--- config.mk ---
export PLATFORM = sky130hd
export DESIGN_NAME = switch_multi_debouncer_flat
export DESIGN_NICKNAME = d
export VERILOG_FILES = /design/src/rtl/switch_multi_debouncer_if.sv /design/src/rtl/switch_multi_debouncer.sv /design/src/flat_wrapper.sv
export SDC_FILE = /design/constraint.sdc
export NUM_CORES = 1
export LEC_CHECK = 0
export ABC_AREA = 1
export BUFFER_PORTS_ARGS = -buffer_cell sky130_fd_sc_hd__buf_2
export CAP_MARGIN = 20
export CORE_UTILIZATION = 60
export CTS_CLUSTER_SIZE = 28
export DETAILED_ROUTE_END_ITERATION = 7
export PLACE_DENSITY = 0.89
export SLEW_MARGIN = 5
export SYNTH_ARGS = -nofsm -noshare
export SYNTH_HDL_FRONTEND = slang
export SYNTH_SLANG_ARGS = --single-unit
--- constraint.sdc ---
create_clock -name i_clk_20mhz -period 1.9 [get_ports i_clk_20mhz]
set_input_delay 0.38 -clock i_clk_20mhz [delete_from_list [all_inputs] [get_ports i_clk_20mhz]]
set_output_delay 0.38 -clock i_clk_20mhz [all_outputs]
set_load 0.005 [all_outputs]
--- src/rtl/switch_multi_debouncer_if.sv ---
// Switch bus between the board pins, the debouncer and the tester FSM.
// The change strobe is present only when SWITCH_CHANGE_STROBE_EN is defined.
interface switch_multi_debouncer_if #(
    parameter int P_SWITCH_COUNT = 4
);
    logic [P_SWITCH_COUNT-1:0] ei_switches;
    logic [P_SWITCH_COUNT-1:0] o_switches_debounced;
`ifdef SWITCH_CHANGE_STROBE_EN
    logic                      o_switches_changed;

    modport master (
        output ei_switches,
        input  o_switches_debounced,
        input  o_switches_changed
    );

    modport slave (
        input  ei_switches,
        output o_switches_debounced,
        output o_switches_changed
    );
`else
    modport master (
        output ei_switches,
        input  o_switches_debounced
    );

    modport slave (
        input  ei_switches,
        output o_switches_debounced
    );
`endif
endinterface

--- src/rtl/switch_multi_debouncer.sv ---
// Per-bit 2-flop synchronizer + 4-state debounce FSM with stability counter.
// Optional change strobe enabled by defining SWITCH_CHANGE_STROBE_EN.
module switch_multi_debouncer #(
    parameter int P_SWITCH_COUNT  = 4,
    parameter int P_STABLE_CYCLES = 20000
) (
    input  logic                     i_clk_20mhz,
    input  logic                     i_rst_20mhz,
    switch_multi_debouncer_if.slave  sw
);

    localparam int CNT_W = $clog2(P_STABLE_CYCLES + 1);
    localparam logic [CNT_W-1:0] CNT_MAX  = CNT_W'(P_STABLE_CYCLES - 1);
    // The edge that enters an ARM state is the first stable sample, so the
    // switch-over fires once the counter has seen P_STABLE_CYCLES-2 more.
    localparam logic [CNT_W-1:0] CNT_FIRE = CNT_W'(P_STABLE_CYCLES - 2);

    // Bit 1 of the encoding is the debounced output value.
    localparam logic [1:0] ST_OFF     = 2'b00;
    localparam logic [1:0] ST_ARM_ON  = 2'b01;
    localparam logic [1:0] ST_ON      = 2'b11;
    localparam logic [1:0] ST_ARM_OFF = 2'b10;

    generate
        if (P_STABLE_CYCLES < 2) begin : g_bad_param
            $error("switch_multi_debouncer: P_STABLE_CYCLES must be >= 2");
        end
    endgenerate

    logic [P_SWITCH_COUNT-1:0] deb;

    for (genvar b = 0; b < P_SWITCH_COUNT; b++) begin : g_bit
        logic             sync_p0;
        logic             sync_p1;
        logic [1:0]       state_p2;
        logic [CNT_W-1:0] cnt_p2;

        always_ff @(posedge i_clk_20mhz) begin
            if (i_rst_20mhz) begin
                sync_p0  <= 1'b0;
                sync_p1  <= 1'b0;
                state_p2 <= ST_OFF;
                cnt_p2   <= '0;
            end else begin
                // stage p0/p1: synchronizer
                sync_p0 <= sw.ei_switches[b];
                sync_p1 <= sync_p0;

                // stage p2: debounce FSM
                case (state_p2)
                    ST_OFF: begin
                        if (sync_p1) begin
                            state_p2 <= ST_ARM_ON;
                            cnt_p2   <= '0;
                        end
                    end
                    ST_ARM_ON: begin
                        if (!sync_p1) begin
                            state_p2 <= ST_OFF;
                            cnt_p2   <= '0;
                        end else if (cnt_p2 == CNT_FIRE) begin
                            state_p2 <= ST_ON;
                            cnt_p2   <= '0;
                        end else if (cnt_p2 < CNT_MAX) begin
                            cnt_p2 <= cnt_p2 + CNT_W'(1);
                        end
                    end
                    ST_ON: begin
                        if (!sync_p1) begin
                            state_p2 <= ST_ARM_OFF;
                            cnt_p2   <= '0;
                        end
                    end
                    ST_ARM_OFF: begin
                        if (sync_p1) begin
                            state_p2 <= ST_ON;
                            cnt_p2   <= '0;
                        end else if (cnt_p2 == CNT_FIRE) begin
                            state_p2 <= ST_OFF;
                            cnt_p2   <= '0;
                        end else if (cnt_p2 < CNT_MAX) begin
                            cnt_p2 <= cnt_p2 + CNT_W'(1);
                        end
                    end
                    default: begin
                        state_p2 <= ST_OFF;
                        cnt_p2   <= '0;
                    end
                endcase
            end
        end

        assign deb[b] = state_p2[1];
    end

    assign sw.o_switches_debounced = deb;

`ifdef SWITCH_CHANGE_STROBE_EN
    logic [P_SWITCH_COUNT-1:0] prev_p3;
    logic                      changed_p3;

    // stage p3: change detect against the previous debounced vector
    always_ff @(posedge i_clk_20mhz) begin
        if (i_rst_20mhz) begin
            prev_p3    <= '0;
            changed_p3 <= 1'b0;
        end else begin
            prev_p3    <= deb;
            changed_p3 <= (prev_p3 != deb);
        end
    end

    assign sw.o_switches_changed = changed_p3;
`endif

endmodule
--- src/flat_wrapper.sv ---
// flat-port wrapper written by rule: the top's interface ports become plain ports
module switch_multi_debouncer_flat 
#(
    parameter int P_SWITCH_COUNT  = 4,
    parameter int P_STABLE_CYCLES = 20000
)
  (i_clk_20mhz, i_rst_20mhz, sw_ei_switches, sw_o_switches_debounced);
  switch_multi_debouncer_if #(.P_SWITCH_COUNT(P_SWITCH_COUNT)) sw_i ();
  input  logic i_clk_20mhz;
  input  logic i_rst_20mhz;
  input wire logic [$bits(sw_i.ei_switches)-1:0] sw_ei_switches;
  output wire logic [$bits(sw_i.o_switches_debounced)-1:0] sw_o_switches_debounced;
  assign sw_i.ei_switches = sw_ei_switches;
  assign sw_o_switches_debounced = sw_i.o_switches_debounced;
  switch_multi_debouncer #(.P_SWITCH_COUNT(P_SWITCH_COUNT), .P_STABLE_CYCLES(P_STABLE_CYCLES)) u_core (.i_clk_20mhz(i_clk_20mhz), .i_rst_20mhz(i_rst_20mhz), .sw(sw_i));
endmodule
# After elaboration in Yosys (flattened, before gate mapping)
# Index checks and enable logic that the tools add are counted.
totals:
  ff_bits: 76
  out_inout_bits: 4
  elab_cells: 124
classes:
  n_addsub: 4
  order_cmp: 4
  n_eq_ne: 32
  mux: 56
  n_reduce_logical: 12
ops:
  columns: ["op", "n"]
  rows:
  - ["$mux W15", 24]
  - ["$pmux W15 S4", 4]
  - ["$add A15 B1 Y15 const B", 4]
  - ["$eq A15 B15 Y1 const B", 4]
  - ["$lt A15 B15 Y1 const B", 4]
  - ["$mux W2", 24]
  - ["$pmux W2 S4", 4]
  - ["$eq A2 B2 Y1 const B", 8]
  - ["$reduce_and A4 Y1", 4]
  - ["$ne A3 B1 Y1 const B", 4]
  - ["$ne A3 B3 Y1 const B", 4]
  - ["$eq A2 B1 Y1 const B", 4]
  - ["$logic_not A2 Y1", 4]
  - ["$ne A2 B1 Y1 const B", 4]
  - ["$ne A2 B2 Y1 const B", 4]
  - ["$reduce_and A2 Y1", 4]

# Depth between registers and ports, before layout
logic_depth:
  ltp_word: 5
  depth_mapped: 12
  ltp_nobuf: 11

# Least setup slack after synthesis
# OpenSTA, ideal clock, no wires.
synth_timing:
  kind: "reg-to-reg"
  start: "reg u_core.g_bit[1].state_p2[1]"
  end: "reg u_core.g_bit[1].cnt_p2[2]"
  t_arrival_ps: 1426
  required_ps: 1784
  slack_ps: 358
  path_stages_with_launch: 12
  n_path_buf: 2
  synth_period_minus_slack_ps: 1542
  path_cell_list: "dfxtp_1 inv_1 ha_1 inv_1 o21a_1 buf_2 inv_2 buf_2 nor2_1 nand3_1 nand2_1 a21oi_1"
synth_between:
  elab_chain_cells: 3
synth_lines:
  columns: ["item", "line_no", "rtl"]
  rows:
  - ["start, declared", "switch_multi_debouncer.sv:35", "logic [1:0] state_p2;"]
  - ["start signal, assigned", "switch_multi_debouncer.sv:42", "state_p2 <= ST_OFF;"]
  - ["start signal, assigned", "switch_multi_debouncer.sv:53", "state_p2 <= ST_ARM_ON;"]
  - ["start signal, assigned", "switch_multi_debouncer.sv:59", "state_p2 <= ST_OFF;"]
  - ["$eq A2 B2 Y1 or $logic_not A2 Y1 (tied branches)", "switch_multi_debouncer.sv:50", "case (state_p2)"]
  - ["$ne A2 B2 Y1 (no line) or $ne A2 B1 Y1 (tied branches)", null, null]
  - ["$reduce_and A2 Y1 (no line)", null, null]
  - ["end signal, assigned", "switch_multi_debouncer.sv:65", "cnt_p2 <= cnt_p2 + CNT_W'(1);"]
  - ["end signal, assigned", "switch_multi_debouncer.sv:82", "cnt_p2 <= cnt_p2 + CNT_W'(1);"]
  - ["end, declared", "switch_multi_debouncer.sv:36", "logic [CNT_W-1:0] cnt_p2;"]
# Several ways; a longest one is shown, not always the timed one.
# A chain may end at the register's enable or synchronous reset.

# Final worst setup path
layout_timing:
  start: "reg u_core.g_bit[0].state_p2[1]"
  end: "reg u_core.g_bit[0].cnt_p2[10]"
layout_between:
  elab_chain_cells: 3
layout_lines:
  columns: ["item", "line_no"]
  rows:
  - ["start, declared", "switch_multi_debouncer.sv:35"]
  - ["start signal, assigned", "switch_multi_debouncer.sv:42"]
  - ["start signal, assigned", "switch_multi_debouncer.sv:53"]
  - ["start signal, assigned", "switch_multi_debouncer.sv:59"]
  - ["$eq A2 B2 Y1 or $logic_not A2 Y1 (tied branches)", "switch_multi_debouncer.sv:50"]
  - ["$ne A2 B2 Y1 (no line) or $ne A2 B1 Y1 (tied branches)", null]
  - ["$reduce_and A2 Y1 (no line)", null]
  - ["end signal, assigned", "switch_multi_debouncer.sv:65"]
  - ["end signal, assigned", "switch_multi_debouncer.sv:82"]
  - ["end, declared", "switch_multi_debouncer.sv:36"]
# Several ways; a longest one is shown, not always the timed one.

==> reports/summary.txt <==
Switching Share: 36.4%
Drt total wl: 11.0 mm
Cts hold-fix bufs: 0
Warnings, synthesis: 0
Largest net degree at the start of global routing: 18
Yosys top cell by area: dfxtp_1
Util after Layout: 66.7%
Hold Fails Final Rpt: 0
Total track usage: 27.9%
Logic pwr share: 28.0%
Routed len/inst: 12.2 um
FMAX: 0.570 GHz
CTS Buf Count: 9
Syn_area_per_cell: 6.26 um^2
I/O pins: 10
Initial DRC Count: 316
Synth top area cells: dfxtp_1 (31%), nand2_1 (15%), nor2_1 (11%)
Worst-Skew Late Latency: 360 ps
Fin crit share: 92.3%
RSZ-0062 raised after global routing: true
# setup viols final: 0
Diodes inserted: 0
Fin Clk Skew: 15.7 ps
DP Wirelength: 8.20 mm
Most common cell in the synthesized netlist: nand2_1
Fraction of layout cells with a size suffix above 1: 9.03%
Share of flip-flops with an asynchronous set or reset: 0%
Crit path DAT: 2050 ps
Critical path startpoint category: flop
Final ANT Viol Nets: 0
WP data required: 2190 ps
Synth Cell Area: 4900 um^2
Number of H-tree levels: 3
Clock share of power: 27.5%
Run status: finished, final reports clean
Vias in the first global route: 4556
Final min period: 1750 ps
Pre-antenna DRT Iters: 6
Max Slew Vio Count: 0
FP Rows: 32
Maximum clock path buffer count: 2
Commonest cells in the netlist: nand2_1 (201), nor2_1 (138), inv_1 (104)
Via count: 4879
Clock Pin Slew Worst Setup and Hold Paths: 80 ps
GR Overflow Total: 0
Netlist cell types: 41
Worst-Margin Slew: 457 ps
EDFF count, synth: 0
Die height: 92.3 um
Max VDD drop: 0.000737 V
Placed Area: 5010 um^2
Max-cap violations: 0
Post-synth top area share: 31.1%
NetSw: 1450 uW
Clock sink count: 76
Power consumption: 4000 uW
Die width: 92.3 um
Root Buffer: clkbuf_8
Initial antenna violation count: 0
P per Cell Area: 767 nW/um^2
Residual DRC: 0
Initial Util: 62.7%
Port Buffers: 9
Area growth syn-to-layout: 6.36%
Post-Synthesis Cells: 782
CP endpoint kind: flop
Mapped Nets: 813
Core area: 7810 um^2
Post-synthesis sequential area ratio: 31.1%
Leakage: 0.00214 uW
Gp weighted congestion: 0.990
Die ar.: 8530 um^2
Int Pwr: 2540 uW
Via density per instance: 5.43
Max FO, Critical Path: 10
CTS tree: built
Relative slew slack: 69.3%
Layout Nets: 824
#FFs+latches synth: 76
Reg power frac: 44.5%
First-pass GRT wire length: 19.5 mm
Final instance area: 5210 um^2
Hold Path Class: in2reg
Crit Path Class: reg2reg
Top FF cell, synth: dfxtp_1
## through the flow
| step | hold slack, ps | worst slack [ps] | instances | TNS [ps] |
|---|---|---|---|---|
| 2_1_floorplan | 388 | 358 | 782 | 0 |
| 3_3_place_gp | 391 | 201 | 883 | 0 |
| 3_5_place_dp | 400 | 104 | 883 | 0 |
| 4_1_cts | 214 | 106 | 898 | 0 |
| 5_1_grt | 221 | -21.9 | 899 | -39.0 |
| 6_report | 227 | 146 | 899 | 0 |
## critical path, stage by stage (launching register included)
cell	delay [ps]
dfxtp_1	350
inv_1	110
ha_1	150
inv_1	60
o21ai_2	250
inv_1	110
nand2_2	110
nand2_1	100
nor2_4	240
nand2_1	90
nor2_1	100
## what timing repair did
action | CTS | global route
buffers inserted | 0 | 0
resized for setup | 0 | 8
endpoints found under the setup margin | 0 | 22
## cells by family (layout without fill, tap and decap cells)
group | after synthesis | count (layout) | synth area share [%]
AOI/OAI and AO/OA | 92 | 92 | 10.6
muxes | 1 | 1 | 0.230
buffers and inverters | 128 | 142 | 10.9
and+or+nand+nor | 458 | 459 | 40.5
xor gates and xnor gates | 2 | 2 | 0.358
DFF | 76 | 76 | 31.1
adders and majority gates | 25 | 25 | 6.39
## layer usage
layer / part of all wire (%) / GRT usage, % / wire [um]
met5: 0 / 0 / 0
met4: 1.8 / 11.1 / 201
met3: 6.0 / 4.84 / 654
met2: 48 / 47.6 / 5280
met1: 44 / 34.9 / 4820
## sequential cells by signal, summed over array words and instances (netlist names)
name / flops
u_core.g_bit.sync_p1: 4
u_core.g_bit.state_p2: 8
u_core.g_bit.sync_p0: 4
u_core.g_bit.cnt_p2: 60
## path summary, 6_finish.rpt
kind                                                   from                    endpoint  slack (ps)  depth (start not counted)
worst max-delay path            u_core.g_bit[0].state_p2[1]  u_core.g_bit[0].cnt_p2[10]         150                         10
worst min-delay path                      sw_ei_switches[3]     u_core.g_bit[3].sync_p0         230                          3
worst max register to register  u_core.g_bit[0].state_p2[1]  u_core.g_bit[0].cnt_p2[10]         150                         10
worst min register to register      u_core.g_bit[1].sync_p0     u_core.g_bit[1].sync_p1         410                          2
## power groups by stage
stage | registers [uW] | logic (uW) | clock network, uW
CTS | 1780 | 1090 | 1130
global route | 1800 | 1280 | 1200
global placement | 1800 | 1030 | 0
detailed placement | 1820 | 1080 | 0
finish | 1780 | 1120 | 1100
floorplan | 1790 | 891 | 0
## layout by cell type (no fill, tap or decap), types with 2 or more instances in the layout
| cell type | n |
|---|---|
| nand2_1 | 200 |
| nor2_1 | 138 |
| inv_1 | 103 |
| dfxtp_1 | 76 |
| nand3_1 | 46 |
| a21oi_1 | 44 |
| nand4_1 | 28 |
| o21ai_0 | 27 |
| ha_1 | 25 |
| nor3_1 | 13 |
| nand2_2 | 10 |
| clkbuf_8 | 10 |
| buf_2 | 9 |
| buf_4 | 8 |
| inv_2 | 6 |
| nor2_4 | 6 |
| nor2_2 | 5 |
| nand3b_1 | 5 |
| o21ai_2 | 4 |
| o21ai_1 | 4 |
| a31oi_1 | 4 |
| nor3_2 | 2 |
| nand2_4 | 2 |
| xor2_1 | 2 |
| clkinv_2 | 2 |
## area by class of cell
type                       instances  area (um^2)
clock inverter                     4         26.3
tap                              102          128
fill                             688         2600
sequential                        76         1520
inverter                         110          413
clock buffer                      11          141
multi-input combinational        579         2870
timing repair buffer              17          105
(Power assumes the default switching activity.)
